## src/rtl/seq_multiplier_if.sv

```systemverilog
// rtl/seq_multiplier_if.sv - start/done handshake and operand/product bundle for seq_multiplier
interface seq_multiplier_if #(
  parameter int BITS = 32
);
  logic                start;
  logic                signed_op;
  logic [BITS-1:0]     A;
  logic [BITS-1:0]     B;
  logic                busy;
  logic                done;
  logic [2*BITS-1:0]   P;

  modport master (
    output start, signed_op, A, B,
    input  busy, done, P
  );

  modport slave (
    input  start, signed_op, A, B,
    output busy, done, P
  );
endinterface

```

## src/rtl/seq_multiplier.sv

```systemverilog
// rtl/seq_multiplier.sv - iterative shift-and-add multiplier feeding a ripple-carry adder_n
// Optional two's complement support is built when MULT_SIGNED_EN is defined.
module adder_n #(
  parameter int N = 32
) (
  input  logic [N-1:0] a,
  input  logic [N-1:0] b,
  input  logic         cin,
  output logic [N-1:0] sum,
  output logic         cout
);
  logic [N:0] c;

  assign c[0] = cin;
  for (genvar i = 0; i < N; i++) begin : g_fa
    assign sum[i]   = a[i] ^ b[i] ^ c[i];
    assign c[i+1]   = (a[i] & b[i]) | (c[i] & (a[i] ^ b[i]));
  end
  assign cout = c[N];
endmodule

module seq_multiplier #(
  parameter int BITS = 32
) (
  input  logic            clk,
  input  logic            rst_n,
  seq_multiplier_if.slave mul
);
  localparam int CW = $clog2(BITS) + 1;

  typedef enum logic [1:0] {IDLE, RUN, NEG, DONE} state_t;

  state_t          state_q, state_d;
  logic [BITS-1:0] mcand_q, mcand_d;
  logic [BITS-1:0] acc_q, acc_d;
  logic [BITS-1:0] mplier_q, mplier_d;
  logic [CW-1:0]   cnt_q, cnt_d;

  logic [BITS-1:0] add_b;
  logic [BITS-1:0] add_sum;
  logic            add_cout;

  assign add_b = mplier_q[0] ? mcand_q : '0;

  adder_n #(.N(BITS)) u_add (
    .a    (acc_q),
    .b    (add_b),
    .cin  (1'b0),
    .sum  (add_sum),
    .cout (add_cout)
  );

`ifdef MULT_SIGNED_EN
  logic              signed_q, signed_d;
  logic              neg_res_q, neg_res_d;
  logic [BITS-1:0]   neg_a, neg_b;
  logic [2*BITS-1:0] neg_p;
  logic              unused_ca, unused_cb, unused_cp;

  // Magnitudes via invert-plus-one; the most-negative value maps to 2**(BITS-1), which fits unsigned.
  adder_n #(.N(BITS)) u_neg_a (
    .a (~mul.A), .b ('0), .cin (1'b1), .sum (neg_a), .cout (unused_ca)
  );
  adder_n #(.N(BITS)) u_neg_b (
    .a (~mul.B), .b ('0), .cin (1'b1), .sum (neg_b), .cout (unused_cb)
  );
  adder_n #(.N(2*BITS)) u_neg_p (
    .a (~{acc_q, mplier_q}), .b ('0), .cin (1'b1), .sum (neg_p), .cout (unused_cp)
  );
`else
  logic unused_signed_op;
  assign unused_signed_op = mul.signed_op;
`endif

  always_ff @(posedge clk or negedge rst_n) begin
    if (!rst_n) begin
      state_q   <= IDLE;
      mcand_q   <= '0;
      acc_q     <= '0;
      mplier_q  <= '0;
      cnt_q     <= '0;
`ifdef MULT_SIGNED_EN
      signed_q  <= 1'b0;
      neg_res_q <= 1'b0;
`endif
    end else begin
      state_q   <= state_d;
      mcand_q   <= mcand_d;
      acc_q     <= acc_d;
      mplier_q  <= mplier_d;
      cnt_q     <= cnt_d;
`ifdef MULT_SIGNED_EN
      signed_q  <= signed_d;
      neg_res_q <= neg_res_d;
`endif
    end
  end

  always_comb begin
    state_d   = state_q;
    mcand_d   = mcand_q;
    acc_d     = acc_q;
    mplier_d  = mplier_q;
    cnt_d     = cnt_q;
`ifdef MULT_SIGNED_EN
    signed_d  = signed_q;
    neg_res_d = neg_res_q;
`endif
    case (state_q)
      RUN: begin
        {acc_d, mplier_d} = {add_cout, add_sum, mplier_q[BITS-1:1]};
        cnt_d             = cnt_q + CW'(1);
        if (cnt_q == CW'(BITS - 1)) begin
`ifdef MULT_SIGNED_EN
          state_d = signed_q ? NEG : DONE;
`else
          state_d = DONE;
`endif
        end
      end
`ifdef MULT_SIGNED_EN
      NEG: begin
        if (neg_res_q) begin
          {acc_d, mplier_d} = neg_p;
        end
        state_d = DONE;
      end
`endif
      default: begin
        // IDLE and DONE both accept; a start held through DONE chains with no gap.
        state_d = IDLE;
        if (mul.start) begin
          state_d  = RUN;
          mcand_d  = mul.A;
          mplier_d = mul.B;
          acc_d    = '0;
          cnt_d    = '0;
`ifdef MULT_SIGNED_EN
          signed_d  = mul.signed_op;
          neg_res_d = mul.signed_op & (mul.A[BITS-1] ^ mul.B[BITS-1]);
          if (mul.signed_op) begin
            mcand_d  = mul.A[BITS-1] ? neg_a : mul.A;
            mplier_d = mul.B[BITS-1] ? neg_b : mul.B;
          end
`endif
        end
      end
    endcase
  end

  assign mul.busy = (state_q == RUN) || (state_q == NEG);
  assign mul.done = (state_q == DONE);
  assign mul.P    = {acc_q, mplier_q};
endmodule

```

## src/flat_wrapper.sv

```systemverilog
// flat-port wrapper written by rule: the top's interface ports become plain ports
module seq_multiplier_flat 
#(
  parameter int BITS = 32
)
  (clk, rst_n, mul_start, mul_signed_op, mul_A, mul_B, mul_busy, mul_done, mul_P);
  seq_multiplier_if #(.BITS(BITS)) mul_i ();
  input  logic clk;
  input  logic rst_n;
  input wire logic [$bits(mul_i.start)-1:0] mul_start;
  input wire logic [$bits(mul_i.signed_op)-1:0] mul_signed_op;
  input wire logic [$bits(mul_i.A)-1:0] mul_A;
  input wire logic [$bits(mul_i.B)-1:0] mul_B;
  output wire logic [$bits(mul_i.busy)-1:0] mul_busy;
  output wire logic [$bits(mul_i.done)-1:0] mul_done;
  output wire logic [$bits(mul_i.P)-1:0] mul_P;
  assign mul_i.start = mul_start;
  assign mul_i.signed_op = mul_signed_op;
  assign mul_i.A = mul_A;
  assign mul_i.B = mul_B;
  assign mul_busy = mul_i.busy;
  assign mul_done = mul_i.done;
  assign mul_P = mul_i.P;
  seq_multiplier #(.BITS(BITS)) u_core (.clk(clk), .rst_n(rst_n), .mul(mul_i));
endmodule
```

## config.mk

```make
export PLATFORM = sky130hd
export DESIGN_NAME = seq_multiplier_flat
export DESIGN_NICKNAME = d
export VERILOG_FILES = /design/src/rtl/seq_multiplier_if.sv /design/src/rtl/seq_multiplier.sv /design/src/flat_wrapper.sv
export SDC_FILE = /design/constraint.sdc
export NUM_CORES = 1
export LEC_CHECK = 0
export CORE_MARGIN = 2
export CORE_UTILIZATION = 45
export DETAILED_ROUTE_END_ITERATION = 8
export PLACE_DENSITY_LB_ADDON = 0.25
export SETUP_SLACK_MARGIN = 0.1
export SKIP_CTS_REPAIR_TIMING = 1
export SYNTH_ARGS = -nofsm -noshare
export SYNTH_HDL_FRONTEND = slang
export SYNTH_SLANG_ARGS = --single-unit
```

## constraint.sdc

```tcl
create_clock -name clk -period 13.6 [get_ports clk]
set_clock_uncertainty 0.2 [all_clocks]
set_input_delay 2.72 -clock clk [delete_from_list [all_inputs] [get_ports clk]]
set_output_delay 2.72 -clock clk [all_outputs]
set_load 0.005 [all_outputs]
```

### Word-level counts from Yosys, hierarchy flattened

Cells that the tools add are included.

* flip-flop bits (word level): 104
* output and inout port bits: 66
* word-level logic and storage cells: 182
* input bits: 68

* $add $sub $neg: 1
* eq/ne operators: 5
* multiplexer cells: 10
* bitwise logic cells: 158
* reduce and logical (&&, ||, !) cells: 3

Operators with widths (count)
* 32-bit 2-to-1 mux: 5
* 1-bit bitwise AND: 63
* 1-bit bitwise XOR: 63
* 1-bit bitwise OR: 31
* 6-bit 2-to-1 mux: 2
* 6-bit by 1-bit adder with 6-bit output (second input constant): 1
* 6-bit by 5-bit equality test with 1-bit output (second input constant): 1
* 2-bit equality test (second input constant): 2
* 2-bit 2-to-1 mux: 2
* 2-bit by 1-bit equality test with 1-bit output (second input constant): 1
* 2-bit by 1-bit inequality test with 1-bit output (second input constant): 1
* 2-bit AND reduction: 1
* 2-bit nonzero test: 1
* 1-bit logical OR: 1
* 1-bit 2-to-1 mux: 1
* 1-bit NOT: 1

### Longest topological paths before layout

* depth after elaboration: 65
* depth in mapped cells: 37
* mapped depth without buffers: 37

### Hierarchy

Synthesis repeated with hierarchy kept, for this count alone.

* cell total of the unflattened synthesis: 459
* area total of the unflattened synthesis: 5088.6 um2

By module, submodules not included
* seq_multiplier: area each 4410.5 um2, instances 1, cells each 417, seq. area each 2602.5 um2
* adder_n: area each 678.2 um2, instances 1, cells each 42, seq. area each 0.0 um2

### Worst setup path after synthesis

Ideal clock, no wire load.

* kind: flip-flop to flip-flop
* start point: register u_core.mplier_q[0]
* end point: register u_core.acc_q[30]
* clock period less this slack: 12911 ps
* stages on the path, launching flop included: 37
* slack: 689 ps
* buffers on the path: 1
* arrival time: 12576 ps
* setup time: 135 ps
* required time: 13265 ps
* cell sequence: dfrtp_1 clkbuf_1 nand2_1 fa_1 fa_1 fa_1 fa_1 fa_1 fa_1 fa_1 fa_1 fa_1 fa_1 fa_1 fa_1 fa_1 fa_1 fa_1 fa_1 fa_1 fa_1 fa_1 fa_1 fa_1 fa_1 fa_1 fa_1 fa_1 fa_1 fa_1 fa_1 fa_1 inv_1 fa_1 inv_1 fa_1 o21ai_0

* cells in the longest elaborated chain, start to end: 64
* elaborated cells on any way between the ends: 125
* those cells by class: mux: 2; bitwise: 123

Ends and longest elaborated chain
* start: declaration: RTL line seq_multiplier.sv:36 `logic [BITS-1:0] mplier_q, mplier_d;`
* start signal: assignment: RTL line seq_multiplier.sv:90 `mplier_q <= mplier_d;`
* 32-bit 2-to-1 mux (*): RTL line seq_multiplier.sv:43 `assign add_b = mplier_q[0] ? mcand_q : '0;`
* 1-bit bitwise AND or 1-bit bitwise XOR (tied branches): RTL line seq_multiplier.sv:17 `assign c[i+1] = (a[i] & b[i]) | (c[i] & (a[i] ^ b[i]));`
* 1-bit bitwise AND: RTL line seq_multiplier.sv:17
* 1-bit bitwise OR: RTL line seq_multiplier.sv:17
* 1-bit bitwise AND: RTL line seq_multiplier.sv:17
* 1-bit bitwise OR: RTL line seq_multiplier.sv:17
* 1-bit bitwise AND: RTL line seq_multiplier.sv:17
* 1-bit bitwise OR: RTL line seq_multiplier.sv:17
* (+48 left out)
* 1-bit bitwise AND: RTL line seq_multiplier.sv:17
* 1-bit bitwise OR: RTL line seq_multiplier.sv:17
* 1-bit bitwise AND: RTL line seq_multiplier.sv:17
* 1-bit bitwise OR: RTL line seq_multiplier.sv:17
* 1-bit bitwise AND: RTL line seq_multiplier.sv:17
* 1-bit bitwise OR: RTL line seq_multiplier.sv:17
* 1-bit bitwise XOR (*): RTL line seq_multiplier.sv:16 `assign sum[i] = a[i] ^ b[i] ^ c[i];`
* 32-bit 2-to-1 mux (*): RTL line seq_multiplier.sv:109 `case (state_q)`
* end signal: assignment: RTL line seq_multiplier.sv:79 `acc_q <= '0;`
* end signal: assignment: RTL line seq_multiplier.sv:89 `acc_q <= acc_d;`
* end: declaration: RTL line seq_multiplier.sv:35 `logic [BITS-1:0] acc_q, acc_d;`

Mark *: on every way between the ends. The rest lies on a longest branch, timed or not.
A chain may end at the register's enable or synchronous reset.

### Worst setup path after layout

Ends and elaborated chain as after synthesis.

==> results.txt <==
The run finished with clean final reports. From bottom edge to top edge, the die measures 112.0 um. The most common library cell in the layout ignoring fill and taps was sky130_fd_sc_hd__clkdlybuf4s50_1. The global-route wire length before repair is 18260 um. Max-cap violations in this run came to 0. The simple logic cell fraction of the synthesized area came out at 0.08256. Mux cell area share after synthesis: 0.1498. STA classifies the critical path endpoint as a register. The tools report the type of element launching the critical path as a register.

The number of setup violations in the final report came out at 0. Dividing total power by cell area gives a power density of 213.4 mW/mm2. The run gives 39 as the cell row count. For the initial antenna violation count, the log shows 0. Leakage power total: 2.968 nW. The clock-pin transition on the worst setup and hold timing paths is 70 ps, and the clock buffer count from CTS is 9. The type of the setup path with the least slack was register to register. The mean number of vias per cell was 4.926; the worst IR drop on VDD was 107.9 uV.

The count of cells in the finished layout, fillers not included, comes to 721. The run gives 3674 as the via count of the first global-routing pass. Hold timing on the final database bottoms out at a slack of 296.2 ps. The count of placed standard cells including taps is 704.

After synthesis, the largest family of logic cells by area is multiplexers. Entering global routing, the biggest net connects 73 pins. STA puts the critical path data required time at 13570 ps. The highest net fanout along the worst path was 3; the residual overflow from global routing was 0. The final antenna-violating net count was 0; the total detailed-routing wirelength was 10650 um. Counting every sink on the clock net gives 104. After filler insertion, the fill cell instance count of the layout stands at 994.

Yosys synthesis warning count: 0. Adding up every negative setup slack in the final design gives 0 ps. The run gives 0.1789 as the overall routing resource usage. The tools report the DRC violations left as 0. The share of final-layout standard cells stronger than drive strength 1 is 0.1107, and the maximum operating frequency is 76.72 MHz. Complex-gate fraction of the synthesized area: 0.07898. The total die area is 0.01253 mm2. The proportion of register bits with asynchronous set or reset after synthesis is 1.000. For this design, the slowest cell found on the critical path is sky130_fd_sc_hd__fa_1. For the number of levels in the clock H-tree, the log shows 3. The leading register cell type out of synthesis was sky130_fd_sc_hd__dfrtp_1. At the later pin of the worst-skew pair, clock insertion delay measures 330 ps. The layout net count is 676. The area growth from synthesis to layout is 31.83%. Dominant cell type by count on the critical path: sky130_fd_sc_hd__fa_1. The floorplan step defined a core boundary enclosing 0.01142 mm2. The netlist uses 28 different library cells.

The number of buffers on the longest clock path is 2, and the synthesized-area fraction occupied by adder cells is 0.1279. The run gives 13010 ps as the data arrival time of the critical path. The root buffer cell is sky130_fd_sc_hd__clkbuf_16. The congestion estimate from routability-driven global placement came to 0.7494.

Port buffering added 132 buffers. The half-perimeter wire length after detailed placement was 7325 um; the number of search-and-repair iterations in the first detailed-routing pass was 4. The worst min-delay path category was register to register. The mean instance size in the synthesized netlist is 11.55 um2. After synthesis the cells add up to 0.005244 mm2.

The number of hold violations in the final report was 0. The xor and xnor area share after synthesis is 0.003340, and the number of synthesized flops with an enable pin is 0. Final period utilization: 0.9584. Count of boundary I/O pins: 134.

The sequential cell area fraction in the yosys report is 0.4963, and the largest stage delay on the critical path is 470 ps. The post-synthesis instance total is 454, and the area taken by multi-input logic gates is 0.002338 mm2. Setup repair after global routing left no endpoint under its margin.

0 antenna diodes ended up in the layout. The logs give 0.3359 for the max-slew headroom at the worst pin and 0.4592 for the effective utilization at floorplan. The floorplan step set the die width to 112.0 um.

The routed layout has 3552 vias. After detailed routing, the average wire length per cell comes to 14.77 um. The slew at the pin with the worst max-slew slack was 996.1 ps; the starting DRC count in detailed routing was 206.

The library cells used most frequently in the layout, excluding fill and tap cells, are sky130_fd_sc_hd__clkdlybuf4s50_1 (130), sky130_fd_sc_hd__dfrtp_1 (104), sky130_fd_sc_hd__nand2_1 (99). The time the final worst path needs with I/O delays and setup came out at 13030 ps. Synthesis produced a netlist with a net count of 557. TritonCTS built the clock tree. For the flip-flop and latch area, the log shows 0.002603 mm2. The tools report the number of max-slew violations in the final report as 0.

After synthesis the netlist holds a flip-flop and latch count of 104.
## per-layer routing
metal / vias to the layer above / global-route usage / wire length, um
li1: 1733 / - / -
met1: 1748 / 0.2471 / 4893
met2: 64 / 0.2949 / 5263
met3: 7 / 0.03375 / 401
met4: 0 / 0.04553 / 89
met5: - / 0 / 0
## cells in the mapped netlist (2+ instances only)
| master | count | area, um2 |
|---|---|---|
| sky130_fd_sc_hd__and2_1 | 2 | 12.51 |
| sky130_fd_sc_hd__buf_2 | 7 | 35.03 |
| sky130_fd_sc_hd__buf_4 | 4 | 30.03 |
| sky130_fd_sc_hd__buf_6 | 6 | 67.56 |
| sky130_fd_sc_hd__clkbuf_1 | 12 | 45.04 |
| sky130_fd_sc_hd__dfrtp_1 | 104 | 2603 |
| sky130_fd_sc_hd__fa_1 | 31 | 620.6 |
| sky130_fd_sc_hd__ha_1 | 4 | 50.05 |
| sky130_fd_sc_hd__inv_1 | 38 | 142.6 |
| sky130_fd_sc_hd__mux2_2 | 4 | 45.04 |
| sky130_fd_sc_hd__mux2_4 | 28 | 420.4 |
| sky130_fd_sc_hd__mux2i_1 | 32 | 320.3 |
| sky130_fd_sc_hd__nand2_1 | 99 | 371.6 |
| sky130_fd_sc_hd__nand3_1 | 3 | 15.01 |
| sky130_fd_sc_hd__nor2_1 | 2 | 7.510 |
| sky130_fd_sc_hd__o21ai_0 | 23 | 115.1 |
| sky130_fd_sc_hd__o21ai_1 | 15 | 75.07 |
| sky130_fd_sc_hd__o22ai_1 | 29 | 181.4 |
| sky130_fd_sc_hd__o31ai_1 | 2 | 15.01 |
## metrics by stage
| step | total power, mW | setup WS [ps] | utilization | area, um2 |
|---|---|---|---|---|
| floorplan | 0.9536 | 688.5 | - | 5244 |
| detailed placement | 1.233 | 248.7 | 0.5775 | 6594 |
| global route | 1.606 | 136.3 | 0.6054 | 6913 |
| CTS | 1.490 | 215.6 | 0.6028 | 6883 |
| global placement | 1.203 | 448.7 | 0.5775 | 6594 |
| finish | 1.475 | 566.1 | 0.6054 | 6913 |
## power breakdown
group          leakage (nW)  internal (mW)  total (mW)  switching [mW]
combinational          1.54          0.376       0.672           0.296
sequential             1.29          0.454       0.555           0.101
clock                 0.141          0.132       0.248           0.116
## critical path: cells and delay by family, from the launching register on
kind            cells  cell delay (ps)
compound gates      1               60
buf+inv             3              170
fa+ha+maj          32            11890
simple gates        1              150
flops               1              400
## state kept, by name (all words and copies together) (netlist names)
| name | cells |
|---|---|
| u_core.acc_q | 32 |
| u_core.state_q | 2 |
| u_core.mplier_q | 32 |
| u_core.mcand_q | 32 |
| u_core.cnt_q | 6 |
## worst paths after layout
path / end / cells after the start / slack [ps] / start
max in group asynchronous: u_core.mcand_q[22] / 2 / 9830 / rst_n
worst min-delay path: u_core.cnt_q[5] / 1 / 300 / u_core.cnt_q[5]
worst min register to register: u_core.cnt_q[5] / 1 / 300 / u_core.cnt_q[5]
min in group asynchronous: u_core.mplier_q[28] / 1 / 2120 / rst_n
worst max register to register: u_core.acc_q[30] / 37 / 570 / u_core.mplier_q[0]
worst max-delay path: u_core.acc_q[30] / 37 / 570 / u_core.mplier_q[0]
## cells by family after synthesis
group,Yosys count
AO/OA/AOI/OAI,73
AND/OR/NAND/NOR,109
XOR/XNOR,2
flip-flops,104
adder cells (fa/ha/maj),35
multiplexers,64
buffers and inverters,67
## layout make-up
class                           count  area share
Clock inverter                      6    0.007240
Multi-Input combinational cell    283      0.3383
Inverter                           38     0.02063
Sequential cell                   104      0.3765
Clock buffer                       10     0.03457
Tap cell                          143     0.02588
Timing Repair Buffer              137      0.1969
Power figures use the tool's default switching activity.
